**src/rtl/vga_capture_monitor.sv**
```systemverilog
// rtl/vga_capture_monitor.sv - TinyVGA receive-side timing checker with per-frame CRC
module vga_capture_monitor #(
  parameter int   H_ACTIVE = 640,
  parameter int   H_FP     = 16,
  parameter int   H_SYNC   = 96,
  parameter int   H_BP     = 48,
  parameter int   V_ACTIVE = 480,
  parameter int   V_FP     = 10,
  parameter int   V_SYNC   = 2,
  parameter int   V_BP     = 33,
  parameter logic SYNC_POL = 1'b0
) (
  input  logic        clk,
  input  logic        rst_n,
  input  logic [7:0]  vga_in,
  input  logic        clear,
  output logic        locked,
  output logic        pix_valid,
  output logic [9:0]  pix_x,
  output logic [9:0]  pix_y,
  output logic [5:0]  pix_rgb,
  output logic        frame_done,
  output logic [15:0] frame_crc,
  output logic [7:0]  frame_count,
  output logic        err,
  output logic [7:0]  err_count
);

  localparam logic [11:0] H_TOTAL = 12'(H_ACTIVE + H_FP + H_SYNC + H_BP);
  localparam logic [11:0] V_TOTAL = 12'(V_ACTIVE + V_FP + V_SYNC + V_BP);
  localparam logic [11:0] H_SYNC_W = 12'(H_SYNC);
  localparam logic [11:0] V_SYNC_W = 12'(V_SYNC);
  localparam logic [11:0] H_START = 12'(H_SYNC + H_BP);
  localparam logic [11:0] H_END   = 12'(H_SYNC + H_BP + H_ACTIVE);
  localparam logic [11:0] V_START = 12'(V_SYNC + V_BP);
  localparam logic [11:0] V_END   = 12'(V_SYNC + V_BP + V_ACTIVE);
  // Pin pattern with both syncs inactive, so reset does not fake a sync edge
  localparam logic [7:0]  IDLE_PINS = {~SYNC_POL, 3'b000, ~SYNC_POL, 3'b000};

  typedef enum logic [1:0] {S_SEARCH, S_TRACK, S_LOCKED} state_t;

  state_t      state, state_nx;
  logic [7:0]  s1;
  logic        s2_hact;
  logic [11:0] hcnt, hcnt_nx, vcnt, vcnt_nx;
  logic        vs_prev, v_pending;
  logic        hs1, vs1, hle, hte, vle;
  logic        active, geo_hit, geo_err, frame_evt;
  logic [5:0]  rgb_s1;
  logic [15:0] crc_acc;

  // Byte-parallel CRC-16/CCITT-FALSE update (MSB first, poly 0x1021)
  function automatic logic [15:0] crc16_step(input logic [15:0] crc, input logic [7:0] data);
    logic [15:0] c;
    c = crc ^ {data, 8'h00};
    for (int i = 0; i < 8; i++) c = c[15] ? ((c << 1) ^ 16'h1021) : (c << 1);
    return c;
  endfunction

  assign hs1    = (s1[7] == SYNC_POL);
  assign vs1    = (s1[3] == SYNC_POL);
  assign hle    = hs1 && !s2_hact;
  assign hte    = !hs1 && s2_hact;
  assign vle    = hle && vs1 && !vs_prev;
  assign rgb_s1 = {s1[0], s1[4], s1[1], s1[5], s1[2], s1[6]};
  assign locked = (state == S_LOCKED);

  // Position of the sample currently in s1; both counters stop at their totals
  always_comb begin
    hcnt_nx = hcnt;
    vcnt_nx = vcnt;
    if (hle)                  hcnt_nx = '0;
    else if (hcnt != H_TOTAL) hcnt_nx = hcnt + 12'd1;
    if (vle)                          vcnt_nx = '0;
    else if (hle && vcnt != V_TOTAL)  vcnt_nx = vcnt + 12'd1;
    active = (hcnt_nx >= H_START) && (hcnt_nx < H_END) &&
             (vcnt_nx >= V_START) && (vcnt_nx < V_END);
  end

  // Geometry violations; only acted on once the monitor has seen a frame start
  always_comb begin
    geo_hit = 1'b0;
    if (hle && hcnt != H_TOTAL - 12'd1)                geo_hit = 1'b1;
    if (!hle && hcnt == H_TOTAL - 12'd1)               geo_hit = 1'b1;
    if (hte && hcnt_nx != H_SYNC_W)                    geo_hit = 1'b1;
    if (vle && vcnt != V_TOTAL - 12'd1)                geo_hit = 1'b1;
    if (hle && !vle && vcnt == V_TOTAL - 12'd1)        geo_hit = 1'b1;
    if (hle && !vs1 && v_pending && vcnt_nx != V_SYNC_W) geo_hit = 1'b1;
    geo_err = geo_hit && (state != S_SEARCH) && !clear;
  end

  // Lock state machine: next state and frame-completion event
  always_comb begin
    state_nx  = state;
    frame_evt = 1'b0;
    case (state)
      S_SEARCH: if (vle) state_nx = S_TRACK;
      S_TRACK: begin
        if (geo_err) state_nx = S_SEARCH;
        else if (vle) begin
          state_nx  = S_LOCKED;
          frame_evt = 1'b1;
        end
      end
      S_LOCKED: begin
        if (geo_err)  state_nx = S_SEARCH;
        else if (vle) frame_evt = 1'b1;
      end
      default: state_nx = S_SEARCH;
    endcase
    if (clear) begin
      state_nx  = S_SEARCH;
      frame_evt = 1'b0;
    end
  end

  // State register
  always_ff @(posedge clk or negedge rst_n) begin
    if (!rst_n) state <= S_SEARCH;
    else        state <= state_nx;
  end

  // Input pipeline and sync timing recovery; keeps running through clear
  always_ff @(posedge clk or negedge rst_n) begin
    if (!rst_n) begin
      s1        <= IDLE_PINS;
      s2_hact   <= 1'b0;
      hcnt      <= '0;
      vcnt      <= '0;
      vs_prev   <= 1'b0;
      v_pending <= 1'b0;
    end else begin
      s1      <= vga_in;
      s2_hact <= hs1;
      hcnt    <= hcnt_nx;
      vcnt    <= vcnt_nx;
      if (hle) vs_prev <= vs1;
      if (vle)              v_pending <= 1'b1;
      else if (hle && !vs1) v_pending <= 1'b0;
    end
  end

  // Pixel outputs, CRC accumulation, frame and error reporting
  always_ff @(posedge clk or negedge rst_n) begin
    if (!rst_n) begin
      pix_valid   <= 1'b0;
      pix_x       <= '0;
      pix_y       <= '0;
      pix_rgb     <= '0;
      frame_done  <= 1'b0;
      frame_crc   <= 16'h0000;
      frame_count <= '0;
      err         <= 1'b0;
      err_count   <= '0;
      crc_acc     <= 16'hFFFF;
    end else if (clear) begin
      pix_valid   <= 1'b0;
      pix_x       <= '0;
      pix_y       <= '0;
      pix_rgb     <= '0;
      frame_done  <= 1'b0;
      frame_count <= '0;
      err         <= 1'b0;
      err_count   <= '0;
      crc_acc     <= 16'hFFFF;
    end else begin
      pix_valid  <= active;
      pix_x      <= active ? 10'(hcnt_nx - H_START) : '0;
      pix_y      <= active ? 10'(vcnt_nx - V_START) : '0;
      pix_rgb    <= active ? rgb_s1 : '0;
      frame_done <= frame_evt;
      err        <= geo_err;
      if (geo_err && err_count != 8'hFF) err_count <= err_count + 8'd1;
      if (frame_evt) begin
        frame_crc   <= crc_acc;
        frame_count <= frame_count + 8'd1;
      end
      if (vle)         crc_acc <= 16'hFFFF;
      else if (active) crc_acc <= crc16_step(crc_acc, {2'b00, rgb_s1});
    end
  end

endmodule

```
**config.mk**
```make
export PLATFORM = sky130hd
export DESIGN_NAME = vga_capture_monitor
export DESIGN_NICKNAME = d
export VERILOG_FILES = /design/src/rtl/vga_capture_monitor.sv
export SDC_FILE = /design/constraint.sdc
export NUM_CORES = 1
export LEC_CHECK = 0
export CAP_MARGIN = 5
export CORE_MARGIN = 2
export CORE_UTILIZATION = 56
export CTS_CLUSTER_DIAMETER = 30
export CTS_CLUSTER_SIZE = 14
export DETAILED_ROUTE_END_ITERATION = 16
export GPL_ROUTABILITY_DRIVEN = 0
export PLACE_DENSITY = 0.8
export SLEW_MARGIN = 20
export SYNTH_ARGS = -nofsm -noshare
export SYNTH_HDL_FRONTEND = slang
export SYNTH_SLANG_ARGS = --single-unit
```
**constraint.sdc**
```tcl
create_clock -name clk -period 3.8 [get_ports clk]
set_clock_uncertainty 0.15 [all_clocks]
set_input_delay 1.14 -clock clk [delete_from_list [all_inputs] [get_ports clk]]
set_output_delay 1.14 -clock clk [all_outputs]
set_load 0.01 [all_outputs]
```
Word level (Yosys, flattened, before mapping)
Index checks and enable logic that the tools add are counted.

word-level totals
  flip-flop bits (word level) = 114
  latch bits = 0
  RAM bits = 0
  memory bits (read-only) = 0
  bits of input ports = 11
  output and inout bits = 62
  word-level logic and storage cells = 133
  memories = 0

cells by class
  $add $sub $neg = 6
  $mul = 0
  divide/modulo/power cells = 0
  $lt $le $gt $ge = 4
  equal/unequal tests = 14
  shifts and indexed selects = 0
  muxes and demuxes = 46
  bitwise logic cells = 12
  reduce and logical (&&, ||, !) cells = 34

operators with widths
  operator                                                  number
  2-to-1 mux 13 bit                                         8
  2-to-1 mux 12 bit                                         4
  2-to-1 mux 16 bit                                         3
  inequality test 12 x 10 -> 1 bit (second input constant)  4
  2-to-1 mux 10 bit                                         4
  2-to-1 mux 8 bit                                          4
  adder 12 x 1 -> 12 bit (second input constant)            2
  equality test 12 x 10 -> 1 bit (second input constant)    2
  < comparator 12 x 10 -> 1 bit (second input constant)     2
  inverter 3 bit                                            8
  logical AND 1 bit                                         20
  adder 8 x 1 -> 8 bit (second input constant)              2
  bitwise XOR 16 x 14 -> 16 bit                             1
  2-to-1 mux 1 bit                                          15
  >= comparator 12 x 6 -> 1 bit (second input constant)     1
  >= comparator 12 x 8 -> 1 bit (second input constant)     1
  2-to-1 mux 6 bit                                          2
  inequality test 12 x 2 -> 1 bit (second input constant)   1
  inequality test 12 x 7 -> 1 bit (second input constant)   1
  2-to-1 mux 2 bit                                          5
  subtractor 10 x 6 -> 10 bit (second input constant)       1
  subtractor 10 x 8 -> 10 bit (second input constant)       1
  inequality test 8 bit (second input constant)             1
  nonzero test 2 bit                                        4
  13 further kinds                                          19

Logic depth before layout (Yosys ltp)
  depth in word-level cells = 20
  gate-level depth with buffers = 14
  gate-level depth less buffers = 12

Least setup slack after synthesis
Ideal clock, no wire load.

  path type = reg-to-reg
  from = register s2_hact
  to = register frame_crc[10]
  setup time = 0.125 ns
  data arrival time = 3.209 ns
  data required time = 3.525 ns
  path slack = 0.316 ns
  stages on the path, launching flop included = 13
  path buffers = 3
  clock period less this slack = 3.484 ns
  cells stage by stage = dfrtp_1 nor4_1 buf_2 buf_1 nor2_1 inv_1 ha_1 nand3_1 o41ai_2 a31oi_2 nor3_4 buf_8 mux2_4

on the way
  elaborated cells on any way between the ends = 35
  classes of those cells = eq/ne (2); mux (13); reduce/logical (20)

RTL lines
  element                                                        RTL line  RTL
  start, declared                                                44        logic s2_hact;
  start signal, assigned                                         134       s2_hact <= hs1;
  zero test 1 bit *                                              62        assign hle = hs1 && !s2_hact;
  logical AND 1 bit *                                            62
  logical AND 1 bit, on equally long branches                    75, 64
  2-to-1 mux 12 bit / logical AND 1 bit (equally long branches)  75, 64
  2-to-1 mux 12 bit *                                            74        if (vle) vcnt_nx = '0;
  via vcnt_nx[0]                                                 45        logic [11:0] hcnt, hcnt_nx, vcnt, vcnt_nx;
  inequality test 12 x 2 -> 1 bit *                              88        if (hle && !vs1 && v_pending && vcnt_nx != V_SYNC_W) geo_hit = 1'b1;
  logical AND 1 bit *                                            88
  2-to-1 mux 1 bit *                                             88
  logical AND 1 bit * (2 in a row)                               89        geo_err = geo_hit && (state != S_SEARCH) && !clear;
  2-to-1 mux 1 bit *                                             106       if (geo_err) state_nx = S_SEARCH;
  2-to-1 mux 1 bit *                                             -
  2-to-1 mux 1 bit *                                             111       if (clear) begin
  AND reduction 2 bit (no source line) *                         -
  end signal, assigned                                           175       frame_crc <= crc_acc;
  end, declared                                                  23        output logic [15:0] frame_crc,

The timed path passes the listed nets; every way through them passes the cells marked *.
A chain may end at the register's enable or synchronous reset.

Final worst setup path
  from = register s2_hact
  to = register frame_count[5]

on the way
  elaborated cells on any way between the ends = 35
  classes of those cells = eq/ne (2); mux (13); reduce/logical (20)

RTL lines
  element                                                        RTL line  RTL
  zero test 1 bit *                                              62
  logical AND 1 bit *                                            62
  logical AND 1 bit, on equally long branches                    75, 64
  2-to-1 mux 12 bit / logical AND 1 bit (equally long branches)  75, 64
  2-to-1 mux 12 bit *                                            74
  via vcnt_nx[1]                                                 45
  inequality test 12 x 2 -> 1 bit *                              88
  logical AND 1 bit *                                            88
  2-to-1 mux 1 bit *                                             88
  logical AND 1 bit * (2 in a row)                               89
  2-to-1 mux 1 bit *                                             106
  2-to-1 mux 1 bit *                                             -
  2-to-1 mux 1 bit *                                             111
  nonzero test 2 bit (no source line) *                          -
  end signal, assigned                                           176       frame_count <= frame_count + 8'd1;
  end, declared                                                  24        output logic [7:0] frame_count,

Marked as above.

==> reports/results.tsv <==
metric	value	unit
Distinct cells, synth	69	
hold slack	0.341	ns
die area	0.0112	sq mm
layout cells sized above 1	0.164	
GRT Total Usage	0.248	
H-tree depth	4	
kind of critical path	reg2reg	
io pins	73	
measured slew at the worst slew-check pin	0.631	ns
crit-path cells	or2_1, a41oi_4, mux2i_1, nor2_1, ha_1, nand3_1, o41ai_2, a31oi_2, a2111oi_2, mux2_2	
Mapped Area	0.00580	sq mm
share of flip-flops with an asynchronous set or reset	1.00	
status	finished, final reports clean	
Worst setup EP type	register	
final hold vios	0	
final setup violation count	0	
CTS tree	built	
hpwl dp	8980	microns
EDFF count, synth	0	
synth-to-layout area growth	25.5	%
CP max-delay cell	a2111oi_2	
f_max	275	MHz
final worst path period need	3.63	ns
Worst IR Drop VDD	0.318	mV
Buf+Inv Stages, Crit Path	0	
class of the worst hold path	reg2reg	
first-pass GRT wire length	21900	microns
post-synthesis sequential area ratio	0.496	
initial antenna violation count	0	
#FFs+latches synth	114	
Clock Tree Root	clkbuf_8	
site row count	37	
RSZ-0062 raised after global routing	false	
GRT overflow	0	
Synthesis Warnings	0	
Inserted Diodes	0	
vias	4455	
Slew headroom	0.578	
fin. max-slew vios	0	
Clock Path Buffers	2	
clock transition at the registers of the reported paths	0.05	ns
Non-Filler Instances	784	
# DRC	0	
CP startpoint kind	register	
DR pass1 iterations	5	
Fin Setup TNS	0	ns
Synth Flop Type	dfrtp_1	
Via density	5.68	
Total Power	3.70	mW
Final #Nets	661	
Leak Pwr	3.31	nW
Mapped Nets	574	
post-route ant nets	0	
period utilization	0.956	
crit-path max cell delay	0.46	ns
CP delay by family, top	compound AO/OA/AOI/OAI gates	
largest net degree at the start of global routing	45	
PortBufs	72	
clk_lat worst skew	0.53	ns
Synth Instances	548	
PwrDens	508	mW/mm^2
core area	0.0102	sq mm
chip width	106	microns
initial core utilization	0.569	
Inst Count DP	749	
1st-iter DRT viols	301	
max cap viols	0	
CP Data Arrival Time	3.89	ns
total clock sinks	114	
worst path required time	4.06	ns
hold_buf cts	0	
DR WL/cell	16.4	microns
Crit Path Max Fanout	9	
number of global-route vias before repair	4417	
synthesized area per cell	10.6	sq um
CTS buffer count	17	
Post-Route WL	12900	microns
Die Ht	106	microns
==> cells by family (layout without fill, tap and decap cells) <==
family	count (synthesis)	count (layout)	share of synthesized area
mux	37	37	0.0781
flops	114	114	0.496
fa+ha+maj	15	15	0.0324
xor+xnor	50	50	0.0755
simple gates	206	206	0.183
compound gates	68	68	0.0922
buf+inv	58	158	0.0432
==> synth_stat cells (3+ instances only) <==
cell type,number,area share
nand4_1,12,0.013
and2_1,6,0.0065
mux2_4,9,0.023
mux2_2,10,0.019
mux2i_1,16,0.028
and3_1,5,0.0054
a21oi_1,9,0.0078
clkbuf_1,6,0.0039
o211ai_1,17,0.022
or3_1,5,0.0054
inv_1,37,0.024
nor2_1,64,0.041
nor3b_1,4,0.0052
o21ai_0,9,0.0078
nor4_1,4,0.0043
buf_2,11,0.0095
and4_1,4,0.0060
nor3_1,14,0.012
nand2_1,46,0.030
xnor2_1,38,0.057
or4_1,8,0.010
dfstp_2,18,0.082
nor2b_1,3,0.0032
ha_1,15,0.032
nand3_1,15,0.013
a31o_2,3,0.0045
o31ai_1,4,0.0052
xor2_1,12,0.018
dfrtp_1,96,0.41
==> per-stage QoR <==
| step | instance area, sq um | setup slack (ns) | util |
|---|---|---|---|
| after detailed placement | 6700 | 0.187 | 0.658 |
| final | 7280 | 0.167 | 0.714 |
| after CTS | 7230 | 0.167 | 0.710 |
| after floorplan | 5800 | 0.316 | - |
| after global routing | 7280 | 0.00332 | 0.714 |
| after global placement | 6700 | 0.363 | 0.658 |
==> repair_timing <==
| action | 4_1_cts | 5_1_grt |
|---|---|---|
| hold endpoints to repair | 0 | 0 |
| resized for setup | 0 | 4 |
| setup buffers | 0 | 3 |
| endpoints found under the setup margin | 0 | 2 |
==> cells in the final DEF, fill, tap and decap left out, types with 4 or more instances in the layout <==
| cell type | netlist | layout |
|---|---|---|
| o31ai_1 | 4 | 4 |
| and3_1 | 5 | 5 |
| ha_1 | 15 | 15 |
| xnor2_1 | 38 | 38 |
| o211ai_1 | 17 | 17 |
| nor2_1 | 64 | 64 |
| clkinv_2 | 0 | 6 |
| dfrtp_1 | 96 | 96 |
| nor3b_1 | 4 | 4 |
| buf_4 | 0 | 17 |
| o21ai_0 | 9 | 9 |
| xor2_1 | 12 | 12 |
| mux2_4 | 9 | 9 |
| mux2i_1 | 16 | 16 |
| and2_1 | 6 | 6 |
| a21oi_1 | 9 | 9 |
| or4_1 | 8 | 8 |
| nand4_1 | 12 | 12 |
| inv_1 | 37 | 37 |
| clkbuf_1 | 6 | 5 |
| nor3_1 | 14 | 12 |
| mux2_2 | 10 | 10 |
| nand3_1 | 15 | 15 |
| clkbuf_16 | 0 | 16 |
| clkbuf_8 | 0 | 4 |
| or3_1 | 5 | 5 |
| dfstp_2 | 18 | 18 |
| nand2_1 | 46 | 46 |
| and4_1 | 4 | 4 |
| clkdlybuf4s50_1 | 0 | 71 |
==> registers in the layout (all words and copies together) (netlist names) <==
name,count
err,1
vcnt,12
pix_x,10
frame_count,8
crc_acc,16
pix_rgb,6
err_count,8
frame_crc,16
state,2
s2_hact,1
hcnt,12
pix_y,10
vs_prev,1
v_pending,1
frame_done,1
pix_valid,1
s1,8
==> where the power goes <==
group	switching [mW]	internal (mW)	leakage [nW]	total (mW)
combinational	0.397	0.396	1.56	0.793
sequential	0.125	1.34	1.48	1.47
clock	0.523	0.910	0.269	1.43
total	1.05	2.65	3.31	3.70
==> worst register-to-register path, cell delays in order, from the launching register on <==
cell       delay (ns)
dfrtp_1          0.44
or2_1            0.37
a41oi_4          0.35
mux2i_1          0.16
nor2_1           0.22
ha_1             0.23
nand3_1          0.10
o41ai_2          0.40
a31oi_2          0.27
a2111oi_2        0.46
mux2_2           0.38
==> layout make-up <==
class	count	area (sq um)
clock buffer	25	474
clock inverter	7	60.1
fill	715	2910
inverter	37	139
multi-input combinational	376	2700
sequential	114	2880
tap	136	170
timing repair buffer	89	858
==> layer usage <==
layer  part of all wire  up-vias  track usage
met5                  0        -            0
met4              0.017        0       0.0893
met3              0.059       21       0.0742
met2               0.49      154        0.394
met1               0.43     2205        0.323
li1                   -     2075            -
==> worst paths after layout <==
path	start	endpoint	slack (ns)	cells past startpoint
max	s2_hact$_DFF_PN0_	frame_count[5]$_DFFE_PN0P_	0.17	10
min	s1[7]$_DFF_PN1_	s2_hact$_DFF_PN0_	0.34	1
max reg2reg	s2_hact$_DFF_PN0_	frame_count[5]$_DFFE_PN0P_	0.17	10
min reg2reg	s1[7]$_DFF_PN1_	s2_hact$_DFF_PN0_	0.34	1
max in group asynchronous	rst_n	err_count[1]$_DFFE_PN0P_	2.27	2
min in group asynchronous	rst_n	pix_x[3]$_DFF_PN0_	0.45	1
(Power assumes the default switching activity.)
